`src/rtl/crc_check.sv`:
```
// Receive-side USB CRC checker: runs CRC5/CRC16 over the unstuffed packet body,
// forwards the data bits with the CRC field stripped, and reports one verdict per packet.
module crc_check #(
    parameter int DATA_CNT_W = 14
) (
    input  logic                  clk,
    input  logic                  rst,
    input  logic                  clear,
    input  logic                  inb,
    input  logic                  bit_en,
    input  logic                  recving,
    input  logic                  pkttype,
    output logic                  outb,
    output logic                  out_valid,
    output logic                  done,
    output logic                  crc_err,
    output logic                  len_err,
    output logic [DATA_CNT_W-1:0] nbits
);

    localparam logic [4:0]  CRC5_POLY  = 5'b00101;
    localparam logic [15:0] CRC16_POLY = 16'h8005;
    localparam logic [4:0]  CRC5_RES   = 5'b01100;
    localparam logic [15:0] CRC16_RES  = 16'h800D;

    typedef enum logic [1:0] {
        IDLE  = 2'd0,
        RECV  = 2'd1,
        CHECK = 2'd2
    } state_t;

    state_t                state;
    state_t                state_nxt;
    logic                  crctype;
    logic [15:0]           r;
    logic [15:0]           sbuf;
    logic [4:0]            fill;
    logic [DATA_CNT_W-1:0] count;

    logic                  start;
    logic                  in_recv;
    logic                  accept;
    logic                  type_eff;
    logic [4:0]            n_eff;
    logic [15:0]           r_base;
    logic [4:0]            fill_base;
    logic [DATA_CNT_W-1:0] cnt_base;
    logic                  emit;
    logic [15:0]           r_nxt;
    logic [4:0]            fill_nxt;
    logic [DATA_CNT_W-1:0] count_nxt;
    logic                  chk_cycle;

    // One LFSR step; in CRC5 mode only the low five bits carry state.
    function automatic logic [15:0] crc_step(input logic [15:0] cur, input logic b,
                                             input logic is16);
        logic        fb;
        logic [15:0] nxt;
        if (is16) begin
            fb  = b ^ cur[15];
            nxt = {cur[14:0], 1'b0} ^ (fb ? CRC16_POLY : 16'h0000);
        end else begin
            fb  = b ^ cur[4];
            nxt = {11'b0, cur[3:0], 1'b0} ^ (fb ? {11'b0, CRC5_POLY} : 16'h0000);
        end
        return nxt;
    endfunction

    function automatic logic [DATA_CNT_W-1:0] sat_inc(input logic [DATA_CNT_W-1:0] c);
        return (c == {DATA_CNT_W{1'b1}}) ? c : c + DATA_CNT_W'(1);
    endfunction

    function automatic logic residual_bad(input logic [15:0] cur, input logic is16);
        return is16 ? (cur != CRC16_RES) : (cur[4:0] != CRC5_RES);
    endfunction

    function automatic logic length_bad(input logic [DATA_CNT_W-1:0] c, input logic is16);
        if (is16)
            return (c < DATA_CNT_W'(16)) || (c[2:0] != 3'd0);
        else
            return c != DATA_CNT_W'(16);
    endfunction

    // Data-bit count excludes the CRC field; short packets clamp to zero.
    function automatic logic [DATA_CNT_W-1:0] data_bits(input logic [DATA_CNT_W-1:0] c,
                                                        input logic is16);
        logic [DATA_CNT_W-1:0] n;
        n = is16 ? DATA_CNT_W'(16) : DATA_CNT_W'(5);
        return (c < n) ? '0 : c - n;
    endfunction

    always_comb begin
        start     = recving && !clear && (state == IDLE || state == CHECK);
        in_recv   = recving && !clear && (state == RECV);
        accept    = bit_en && (start || in_recv);
        type_eff  = start ? pkttype : crctype;
        n_eff     = type_eff ? 5'd16 : 5'd5;
        r_base    = start ? 16'hFFFF : r;
        fill_base = start ? 5'd0 : fill;
        cnt_base  = start ? '0 : count;
        emit      = accept && (fill_base == n_eff);
        r_nxt     = accept ? crc_step(r_base, inb, type_eff) : r_base;
        fill_nxt  = (accept && !emit) ? fill_base + 5'd1 : fill_base;
        count_nxt = accept ? sat_inc(cnt_base) : cnt_base;
    end

    always_comb begin
        state_nxt = state;
        case (state)
            IDLE:    if (start) state_nxt = RECV;
            RECV:    if (!recving) state_nxt = CHECK;
            CHECK:   state_nxt = start ? RECV : IDLE;
            default: state_nxt = IDLE;
        endcase
        if (clear) state_nxt = IDLE;
    end

    always_ff @(posedge clk) begin
        if (rst) begin
            state     <= IDLE;
            crctype   <= 1'b0;
            r         <= 16'hFFFF;
            fill      <= 5'd0;
            count     <= '0;
            outb      <= 1'b0;
            out_valid <= 1'b0;
        end else begin
            state     <= state_nxt;
            if (start) crctype <= pkttype;
            r         <= r_nxt;
            fill      <= fill_nxt;
            count     <= count_nxt;
            out_valid <= emit;
            outb      <= emit ? (type_eff ? sbuf[15] : sbuf[4]) : 1'b0;
        end
    end

    // Strip buffer contents are only meaningful below fill, so no reset is needed.
    always_ff @(posedge clk) begin
        if (accept) sbuf <= {sbuf[14:0], inb};
    end

    // Verdict is qualified combinationally so a reset or abort in CHECK hides it.
    always_comb begin
        chk_cycle = (state == CHECK) && !rst && !clear;
        done      = chk_cycle;
        crc_err   = chk_cycle && residual_bad(r, crctype);
        len_err   = chk_cycle && length_bad(count, crctype);
        nbits     = chk_cycle ? data_bits(count, crctype) : '0;
    end

endmodule

```
`config.mk`:
```
export PLATFORM = sky130hd
export DESIGN_NAME = crc_check
export DESIGN_NICKNAME = d
export VERILOG_FILES = /design/src/rtl/crc_check.sv
export SDC_FILE = /design/constraint.sdc
export NUM_CORES = 1
export LEC_CHECK = 0
export ABC_CLOCK_PERIOD_IN_PS = 2800
export BUFFER_PORTS_ARGS = -buffer_cell sky130_fd_sc_hd__buf_2
export CAP_MARGIN = 20
export CORE_MARGIN = 2
export CORE_UTILIZATION = 35
export DETAILED_ROUTE_END_ITERATION = 6
export PLACE_DENSITY = 0.52
export SETUP_SLACK_MARGIN = 0.2
export SLEW_MARGIN = 20
export SYNTH_ARGS = -nofsm -noshare
export SYNTH_HDL_FRONTEND = slang
export SYNTH_SLANG_ARGS = --single-unit
export TNS_END_PERCENT = 5
```
`constraint.sdc`:
```
create_clock -name clk -period 2.8 [get_ports clk]
set_input_delay 0.28 -clock clk [delete_from_list [all_inputs] [get_ports clk]]
set_output_delay 0.28 -clock clk [all_outputs]
set_load 0.02 [all_outputs]
```
Word level (Yosys, flattened, before mapping)
Cells that the tools add are included.
- reductions and logical operators: 21
- magnitude comparators: 2
- bitwise gates (word level): 5
- equality and inequality tests: 9
- add/subtract/negate cells: 3
- muxes and demuxes: 22
- operators with widths (operator ; count):
    $mux 14 ; 5
    $mux 16 ; 4
    $mux 5 ; 4
    $ne 16x16->1 const B ; 1
    $xor 16x16->16 ; 1
    $add 14x1->14 const B ; 1
    $eq 14x14->1 const B ; 1
    $lt 14x5->1 ; 1
    $lt 14x5->1 const B ; 1
    $ne 14x5->1 const B ; 1
    $sub 14x5->14 ; 1
    $logic_and 1x1->1 ; 10
    $pmux 2 s3 ; 1
    $add 5x1->5 const B ; 1
    $eq 5x5->1 ; 1
    $mux 1 ; 5
    $ne 5x4->1 const B ; 1
    $xor 5x3->5 ; 1
    $mux 2 ; 2
    $ne 2x2->1 const B ; 2
    $reduce_or 2->1 ; 2
    $logic_not 1->1 ; 3
    $logic_or 1x1->1 ; 3
    $mux 3 ; 1
    other kinds (7) ; 8
- word-level logic and storage cells: 70
- bits of input ports: 7
- output and inout port bits: 19
- register bits: 56

Longest topological paths before layout
Gate-level depths: netlist of the first run.
- depth in word-level cells: 10
- depth in mapped cells: 10
- mapped depth without buffers: 8

Worst setup path after synthesis of the first run
Ideal clock, no wire load.
- path type: reg-to-output
- start: register state[0]
- end: output port nbits[4]
- arrival: 2378 ps
- stages on the path, launching flop included: 4
- path buffers: 0
- setup slack: 142 ps
- required time: 2520 ps
- cells stage by stage: dfxtp_1 > nor4b_1 > o21ai_0 > nor3b_1
- longest elaborated chain between the ends: 4
- RTL lines (what ; RTL line ; source):
    start: declaration ; 32 ; state_t state;
    start signal: assignment ; 128 ; state <= state_nxt;
    $eq 2x2->1 ; 145 ; chk_cycle = (state == CHECK) && !rst && !clear;
    $logic_and 1x1->1 (2 in a row) ; 145 ;
    via done ; 15 ; output logic done,
    $mux 14 ; 149 ; nbits = chk_cycle ? data_bits(count, crctype) : '0;
    end: declaration ; 18 ; output logic [DATA_CNT_W-1:0] nbits
The timed path passes the listed nets, and every way through them passes these cells.

Worst setup path after layout of the first run
- start: register count[7]
- end: output port nbits[13]
- longest elaborated chain between the ends: 3
- elaborated cells on any way between the ends: 4
- classes of those cells: 1 x add/sub; 1 x order compare; 2 x mux
- RTL lines (what ; RTL line ; source):
    start: declaration ; 38 ; logic [DATA_CNT_W-1:0] count;
    start signal: assignment ; 132 ; count <= count_nxt;
    $sub 14x5->14 or $lt 14x5->1 (tied branches) ; 89 ; return (c < n) ? '0 : c - n;
    $mux 14 (*) ; 89 ;
    $mux 14 (*) ; 149 ;
Every way passes the cells marked *; elsewhere a longest branch is shown, timed or not.

==> reports/metrics.yaml, run 1 <==
outcome: "finished, final reports clean"
drive_gt1_share_pct: 20.5
post_route_skew_ns: 0.00951
rsz0062_at_grt: "yes"
synthTopCellsByArea: "sky130_fd_sc_hd__dfxtp_1 27%, sky130_fd_sc_hd__edfxtp_1 16%, sky130_fd_sc_hd__nand2_1 5.8%"
p_leak_nw: 1.33
synth_top_cell_by_area: "sky130_fd_sc_hd__dfxtp_1"
first_global_vias: 2251
syn-instance-count: 340
synth_area_per_cell_sq_um: 8.78
timing.hold.worst.class: "in -> reg"
timing.critical_path.slowest_stage_cell: "sky130_fd_sc_hd__or4_4"
setup_slack_ns: 0.263
dr.pass1.iters: 4
clkLatencyLatePin_ns: 0.31
tritoncts: "done"
grt_util_met3_pct: 2.58
detail_route.wl_per_cell_um: 14.4
place_congestion: 0.840
multi_input_comb_area_sq_um: 1590
period_minus_slack_ns: 2.54
place.port_buffers: 25
detailroute.via_count: 2448
grt_antenna_before_repair: 0
path_max_fanout: 8
h-tree-depth: 2
clock_sink_count: 56
ir_worst_vdd_uv: 237
pin_count: 26
initial_core_util_pct: 36.2
num_antenna_cells: 0
timing.critical_path.cells: "or4_4 -> or4_1 -> a211oi_2 -> xnor2_1 -> nor2_1 -> buf_2"
worst-endpoint-arrival_ns: 2.26
finalHoldViolations: 0
seq_area_sq_um: 1290
track_usage_pct: 15.4
filler_cell_count: 851
final.setup.tns_ns: 0
dpl_worst_slack_ns: 0.540
synth_sequential_area_ratio_pct: 42.9
max_slew_margin_pct: 52.9
routed_wl_um: 6730
fin_nets: 373
post-route-period-util_pct: 90.6
setup_viol: 0
global_route_wire_length_before_repair_um: 11200
synthArstFlopShare_pct: 0
final_report_max_slew_violation_count: 0
timing.critical_path.slowest_cell_delay_ns: 0.52
crit_required_ns: 2.52
synth_cell_types: 55
max_slew.worst_pin.slew_ns: 0.697
synth_ff_type: "sky130_fd_sc_hd__dfxtp_1"
cts.clk_slew.worst_paths_ns: 0.10
path_class: "reg -> out"
pwr_density_cell_nw_per_um2: 456
grt_start_max_net_pins: 31
synth_area_sq_um: 2990
rows: 33
grt.busiest_layer: "met2"
fmaxAchievable_ghz: 0.394
initialDrtViolationCount: 141
netlist.area_leader.share_pct: 26.8
worst_setup_path_end_kind: "output pin"
number_of_synthesized_flops_with_an_enable_pin: 16
synth_fp_nets: 353
synthesis_to_layout_area_growth_pct: 12.7
vias_per_cell: 5.25
floorplan.die.width_um: 96.4
yosysWarningCount: 0
postRouteAntennaNets: 0
clock_tree.root_cell: "sky130_fd_sc_hd__clkbuf_8"
met2_usage_pct: 23.9
global_route.overflow_total: 0
die_y_um: 96.4
timing.max_cap.violations: 0
drcViolationCount: 0
crit_path_start_kind: "flip-flop"
die_area_sq_um: 9280
ys_seq_elements: 56
cts_buffers: 5
grt_util_met1_pct: 21.5
coreArea_sq_um: 8260
dp_hpwl_um: 4740
clock_tree.buffer_depth: 2
==> kinds of logic after synthesis <==
family / after synthesis / share of synthesized area [%]
AO/OA/AOI/OAI: 52 / 13.1
AND/OR/NAND/NOR: 167 / 28.3
flip-flops: 56 / 42.9
adder cells (fa/ha/maj): 6 / 2.51
buffers and inverters: 31 / 4.61
XOR/XNOR: 24 / 7.04
multiplexers: 4 / 1.51
==> final timing paths <==
path,endpoint,slack [ns],cells after the start,startpoint
setup / recovery,nbits[13],0.26,6,count[7]
hold / removal,sbuf[0],0.22,1,inb
setup reg to reg,count[9],0.64,5,count[6]
hold reg to reg,sbuf[10],0.43,0,sbuf[9]
==> critical path: cells and delay by family, from the launching register on <==
family          cells  cell delay (ns)
buf+inv             1             0.15
simple gates        3             1.00
flops               1             0.40
xor+xnor            1             0.15
compound gates      1             0.24
==> Yosys cell counts (9+ instances only) <==
cell and count:
sky130_fd_sc_hd__a21oi_1 9, sky130_fd_sc_hd__a31oi_1 11, sky130_fd_sc_hd__clkbuf_1 15, sky130_fd_sc_hd__dfxtp_1 40, sky130_fd_sc_hd__edfxtp_1 16, sky130_fd_sc_hd__nand2_1 46, sky130_fd_sc_hd__nand3_1 14, sky130_fd_sc_hd__nor2_1 40
sky130_fd_sc_hd__nor3_1 9, sky130_fd_sc_hd__nor4_1 10, sky130_fd_sc_hd__or2_2 12, sky130_fd_sc_hd__xnor2_1 12, sky130_fd_sc_hd__xor2_1 12
==> layout make-up <==
cell class                 count  area share (%)
clock buffer                   5            2.05
clock inverter                 3            1.26
inverter                       7           0.781
multi-input combinational    253            47.3
sequential                    56            38.2
tap                          105            3.90
timing repair buffer          37            6.47
==> per-layer routing <==
layer | up-vias | share of wire (%)
li1 | 1247 | -
met1 | 1137 | 49
met2 | 55 | 44
met3 | 9 | 4.7
met4 | 0 | 1.6
met5 | - | 0
==> power breakdown <==
part / internal, W / leakage [nW] / switching [W]
Combinational: 0.0000505 / 0.805 / 0.0000781
Sequential: 0.000854 / 0.474 / 0.0000175
Clock: 0.000264 / 0.0503 / 0.000268
Total: 0.00117 / 1.33 / 0.000364
==> what timing repair did <==
action / 4_1_cts / 5_1_grt
gates cloned: 0 / 0
setup endpoints to repair: 3 / 14
gates resized for setup: 1 / 9
buffers inserted: 0 / 0
hold buffers: 0 / 0
==> placed cells by master, fill, tap and decap left out, drive strengths merged, types with 9 or more instances in the layout <==
| master | n |
|---|---|
| a21oi | 10 |
| nor2 | 40 |
| nand3 | 14 |
| or2 | 12 |
| dfxtp | 40 |
| nor3 | 9 |
| buf | 37 |
| xnor2 | 12 |
| nor4 | 10 |
| a31oi | 11 |
| xor2 | 12 |
| nand2 | 46 |
| edfxtp | 16 |
==> registers in the layout (all words and copies together) (netlist names) <==
register and flops:
r 16, sbuf 16, count 14, fill 5, state 2, crctype 1
out_valid 1, outb 1
==> stage by stage <==
stage                     hold slack (ns)  std cells  util [%]  cell area, sq um  total power (W)
after CTS                           0.221        466      40.5              3340          0.00155
after floorplan                     0.357        340         -              2990         0.000979
after global routing                0.221        466      40.7              3360          0.00160
after detailed placement            0.405        458      39.1              3230          0.00102
final                               0.220        466      40.7              3360          0.00153
after global placement              0.404        458      39.1              3230          0.00102
Power figures use the tool's default switching activity.
==> run 2: changes to the inputs <==
--- a/config.mk
+++ b/config.mk
@@ -5,13 +5,14 @@
 export SDC_FILE = /design/constraint.sdc
 export NUM_CORES = 1
 export LEC_CHECK = 0
+export ABC_AREA = 1
 export ABC_CLOCK_PERIOD_IN_PS = 2800
 export BUFFER_PORTS_ARGS = -buffer_cell sky130_fd_sc_hd__buf_2
 export CAP_MARGIN = 20
 export CORE_MARGIN = 2
 export CORE_UTILIZATION = 35
 export DETAILED_ROUTE_END_ITERATION = 6
-export PLACE_DENSITY = 0.52
+export PLACE_DENSITY = 0.51
 export SETUP_SLACK_MARGIN = 0.2
 export SLEW_MARGIN = 20
 export SYNTH_ARGS = -nofsm -noshare
==> run 2 against run 1 <==
  * Global-route usage is 0.82 points higher
  * Sequential share of layout area shrank 3.4 points
  * Critical path depth increased by 6
  * Utilization down 0.12 points
  * Critical endpoint is now nbits[0]
  * Synthesized cell count up 26%
  * Final area increased by 10%
  * Highest routed layer unchanged
  * Area after synthesis is 8.4% higher
  * Die area rose by 8.1%
  * Flip-flop and latch count unchanged
  * Largest cell class unchanged
  * Sequential power fell by 1%
  * Clock skew shrank 0.0030 ns
==> reports/metrics.yaml, run 2 <==
dr.pass1.iters: 4
rows: 35
cts.clk_slew.worst_paths_ns: 0.11
clkLatencyLatePin_ns: 0.32
post_route_skew_ns: 0.00655
detailroute.via_count: 2840
first_global_vias: 2657
vias_per_cell: 4.97
place_area_sq_um: 3440
drive_gt1_share_pct: 21.7
floorplan.die.width_um: 100
synthTopCellsByArea: "sky130_fd_sc_hd__dfxtp_1 25%, sky130_fd_sc_hd__edfxtp_1 15%, sky130_fd_sc_hd__nand2_1 11%"
grt_start_max_net_pins: 31
initialDrtViolationCount: 142
final_report_max_slew_violation_count: 0
netlist.area_leader.share_pct: 24.7
post-route-period-util_pct: 93.1
crit_required_ns: 2.52
synthArstFlopShare_pct: 0
path_max_fanout: 6
fin_area_sq_um: 3700
ys_seq_elements: 56
ir_worst_vdd_uv: 225
synth_area_per_cell_sq_um: 7.56
detail_route.wl_per_cell_um: 13.5
global_route_wire_length_before_repair_um: 13000
holdCritStartpoint: "recving"
synth_ff_type: "sky130_fd_sc_hd__dfxtp_1"
postRouteAntennaNets: 0
outcome: "finished, final reports clean"
finalHoldViolations: 0
fmaxAchievable_ghz: 0.383
setup_viol: 0
grt_antenna_before_repair: 0
synth_fp_nets: 441
synth_top_cell_by_area: "sky130_fd_sc_hd__dfxtp_1"
max_slew.worst_pin.slew_ns: 0.585
period_minus_slack_ns: 2.61
setup.worst_path.start: "crctype"
number_of_synthesized_flops_with_an_enable_pin: 16
syn-instance-count: 428
synth_sequential_area_ratio_pct: 39.6
dp_hpwl_um: 5300
drcViolationCount: 0
path_class: "reg -> out"
tritoncts: "done"
rsz0062_at_grt: "yes"
routed_wl_um: 7720
place_congestion: 0.879
worst-endpoint-arrival_ns: 2.33
final.setup.tns_ns: 0
synth_area_sq_um: 3240
clock_tree.root_cell: "sky130_fd_sc_hd__clkbuf_8"
die_y_um: 100
worst_setup_path_end_kind: "output pin"
clock_tree.buffer_depth: 2
h-tree-depth: 2
netlist_top_cells_count: "97 x sky130_fd_sc_hd__nand2_1, 50 x sky130_fd_sc_hd__inv_1, 40 x sky130_fd_sc_hd__dfxtp_1, 40 x sky130_fd_sc_hd__nor2_1, 33 x sky130_fd_sc_hd__nand3_1"
timing.hold.worst.class: "in -> reg"
track_usage_pct: 16.2
place.port_buffers: 25
place_inst: 555
yosysWarningCount: 0
clock_sink_count: 56
pin_count: 26
coreArea_sq_um: 9110
num_antenna_cells: 0
p_leak_nw: 1.67
layout_common_cells: "96 x sky130_fd_sc_hd__nand2_1, 49 x sky130_fd_sc_hd__inv_1, 38 x sky130_fd_sc_hd__nor2_1"
global_route.overflow_total: 0
initial_core_util_pct: 35.5
mostFrequentLayoutCell: "sky130_fd_sc_hd__nand2_1"
pwr_density_cell_nw_per_um2: 421
synth_cell_types: 42
count_leader_synth: "sky130_fd_sc_hd__nand2_1"
fin_nets: 473
stdcell_count: 572
r2r_start: "state[0]"
cts_buffers: 5
synthesis_to_layout_area_growth_pct: 14.3
leading_registers_by_flop_count: "r: 16 flops, sbuf: 16 flops, count: 14 flops"
max_slew_margin_pct: 61.0
filler_cell_count: 957
timing.max_cap.violations: 0
holdWs_ns: 0.178
die_area_sq_um: 10000
crit_path_start_kind: "flip-flop"
==> run 2: changes by cell type in the layout (fill, tap and decap cells not counted), sizes merged, moves of 5 or more <==
cell,change
a21oi,+16
a221o,+8
a31oi,-9
inv,+54
nand2,+59
nand3,+26
nor2,+8
nor4,-10
nor4b,-5
o21ai,+18
or2,-9
xnor2,-9
==> run 2: final timing paths <==
path | endpoint | slack [ns] | depth (start not counted)
hold reg to reg | sbuf[15] | 0.43 | 0
hold / removal | state[1] | 0.18 | 2
setup / recovery | nbits[0] | 0.19 | 12
setup reg to reg | count[1] | 0.87 | 13
==> run 2: routing by layer <==
layer  vias to the layer above  part of all wire, %  wire length (um)  global-route usage [%]
met5                         -                    0                 0                       0
met4                         0                  1.3               103                    4.32
met3                         9                  4.1               317                    3.34
met2                        53                   46              3520                    26.6
met1                      1309                   49              3780                    21.8
li1                       1469                    -                 -                       -
==> run 2: cell families (layout without fill, tap and decap cells) <==
group / count (synthesis) / count (layout) / synth area share (%)
fa+ha+maj: 6 / 6 / 2.32
buf+inv: 75 / 108 / 10.3
flops: 56 / 56 / 39.6
xor+xnor: 11 / 11 / 2.98
simple gates: 215 / 215 / 32.1
compound gates: 65 / 65 / 12.7
==> run 2: final cells by class <==
cell class,instances,area (sq um),share of cell area [%]
clock inverters,2,16.3,0.440
inverters,59,226,6.12
well taps,111,139,3.75
repair inverters,1,7.51,0.203
clock buffers,6,93.8,2.54
repair buffers,40,253,6.83
flip-flops and latches,56,1290,34.9
multi-input cells,297,1670,45.2
==> run 2: critical path, cell delays in order, from the launching register on <==
cell and delay [ns]:
sky130_fd_sc_hd__dfxtp_4 0.41, sky130_fd_sc_hd__inv_4 0.05, sky130_fd_sc_hd__ha_4 0.16, sky130_fd_sc_hd__ha_4 0.15
sky130_fd_sc_hd__or2_4 0.25, sky130_fd_sc_hd__nand3_2 0.08, sky130_fd_sc_hd__nand2_2 0.06, sky130_fd_sc_hd__nand2_2 0.07
sky130_fd_sc_hd__inv_2 0.05, sky130_fd_sc_hd__a21oi_4 0.25, sky130_fd_sc_hd__clkinvlp_4 0.21, sky130_fd_sc_hd__nor2_1 0.12
sky130_fd_sc_hd__buf_4 0.14
==> run 2: through the flow <==
stage,power [W],util [%],worst slack (ns)
after floorplan,0.000989,-,0.538
final,0.00156,40.6,0.192
after global routing,0.00163,40.6,0.0574
after global placement,0.00102,37.8,0.456
after detailed placement,0.00102,37.8,0.415
after CTS,0.00156,40.0,0.188
==> run 2: repair_timing <==
action | in CTS | in global routing
resized for setup | 17 | 7
cloned | 1 | 0
endpoints found under the hold margin | 0 | 0
hold buffers | 0 | 0
setup buffers | 5 | 3
endpoints found under the setup margin | 14 | 14
pin swaps | 6 | 8
==> run 2: report_power, final <==
part           internal, W  switching [W]
combinational    0.0000586       0.000102
clock             0.000236       0.000300
sequential        0.000851      0.0000109
total              0.00115       0.000413
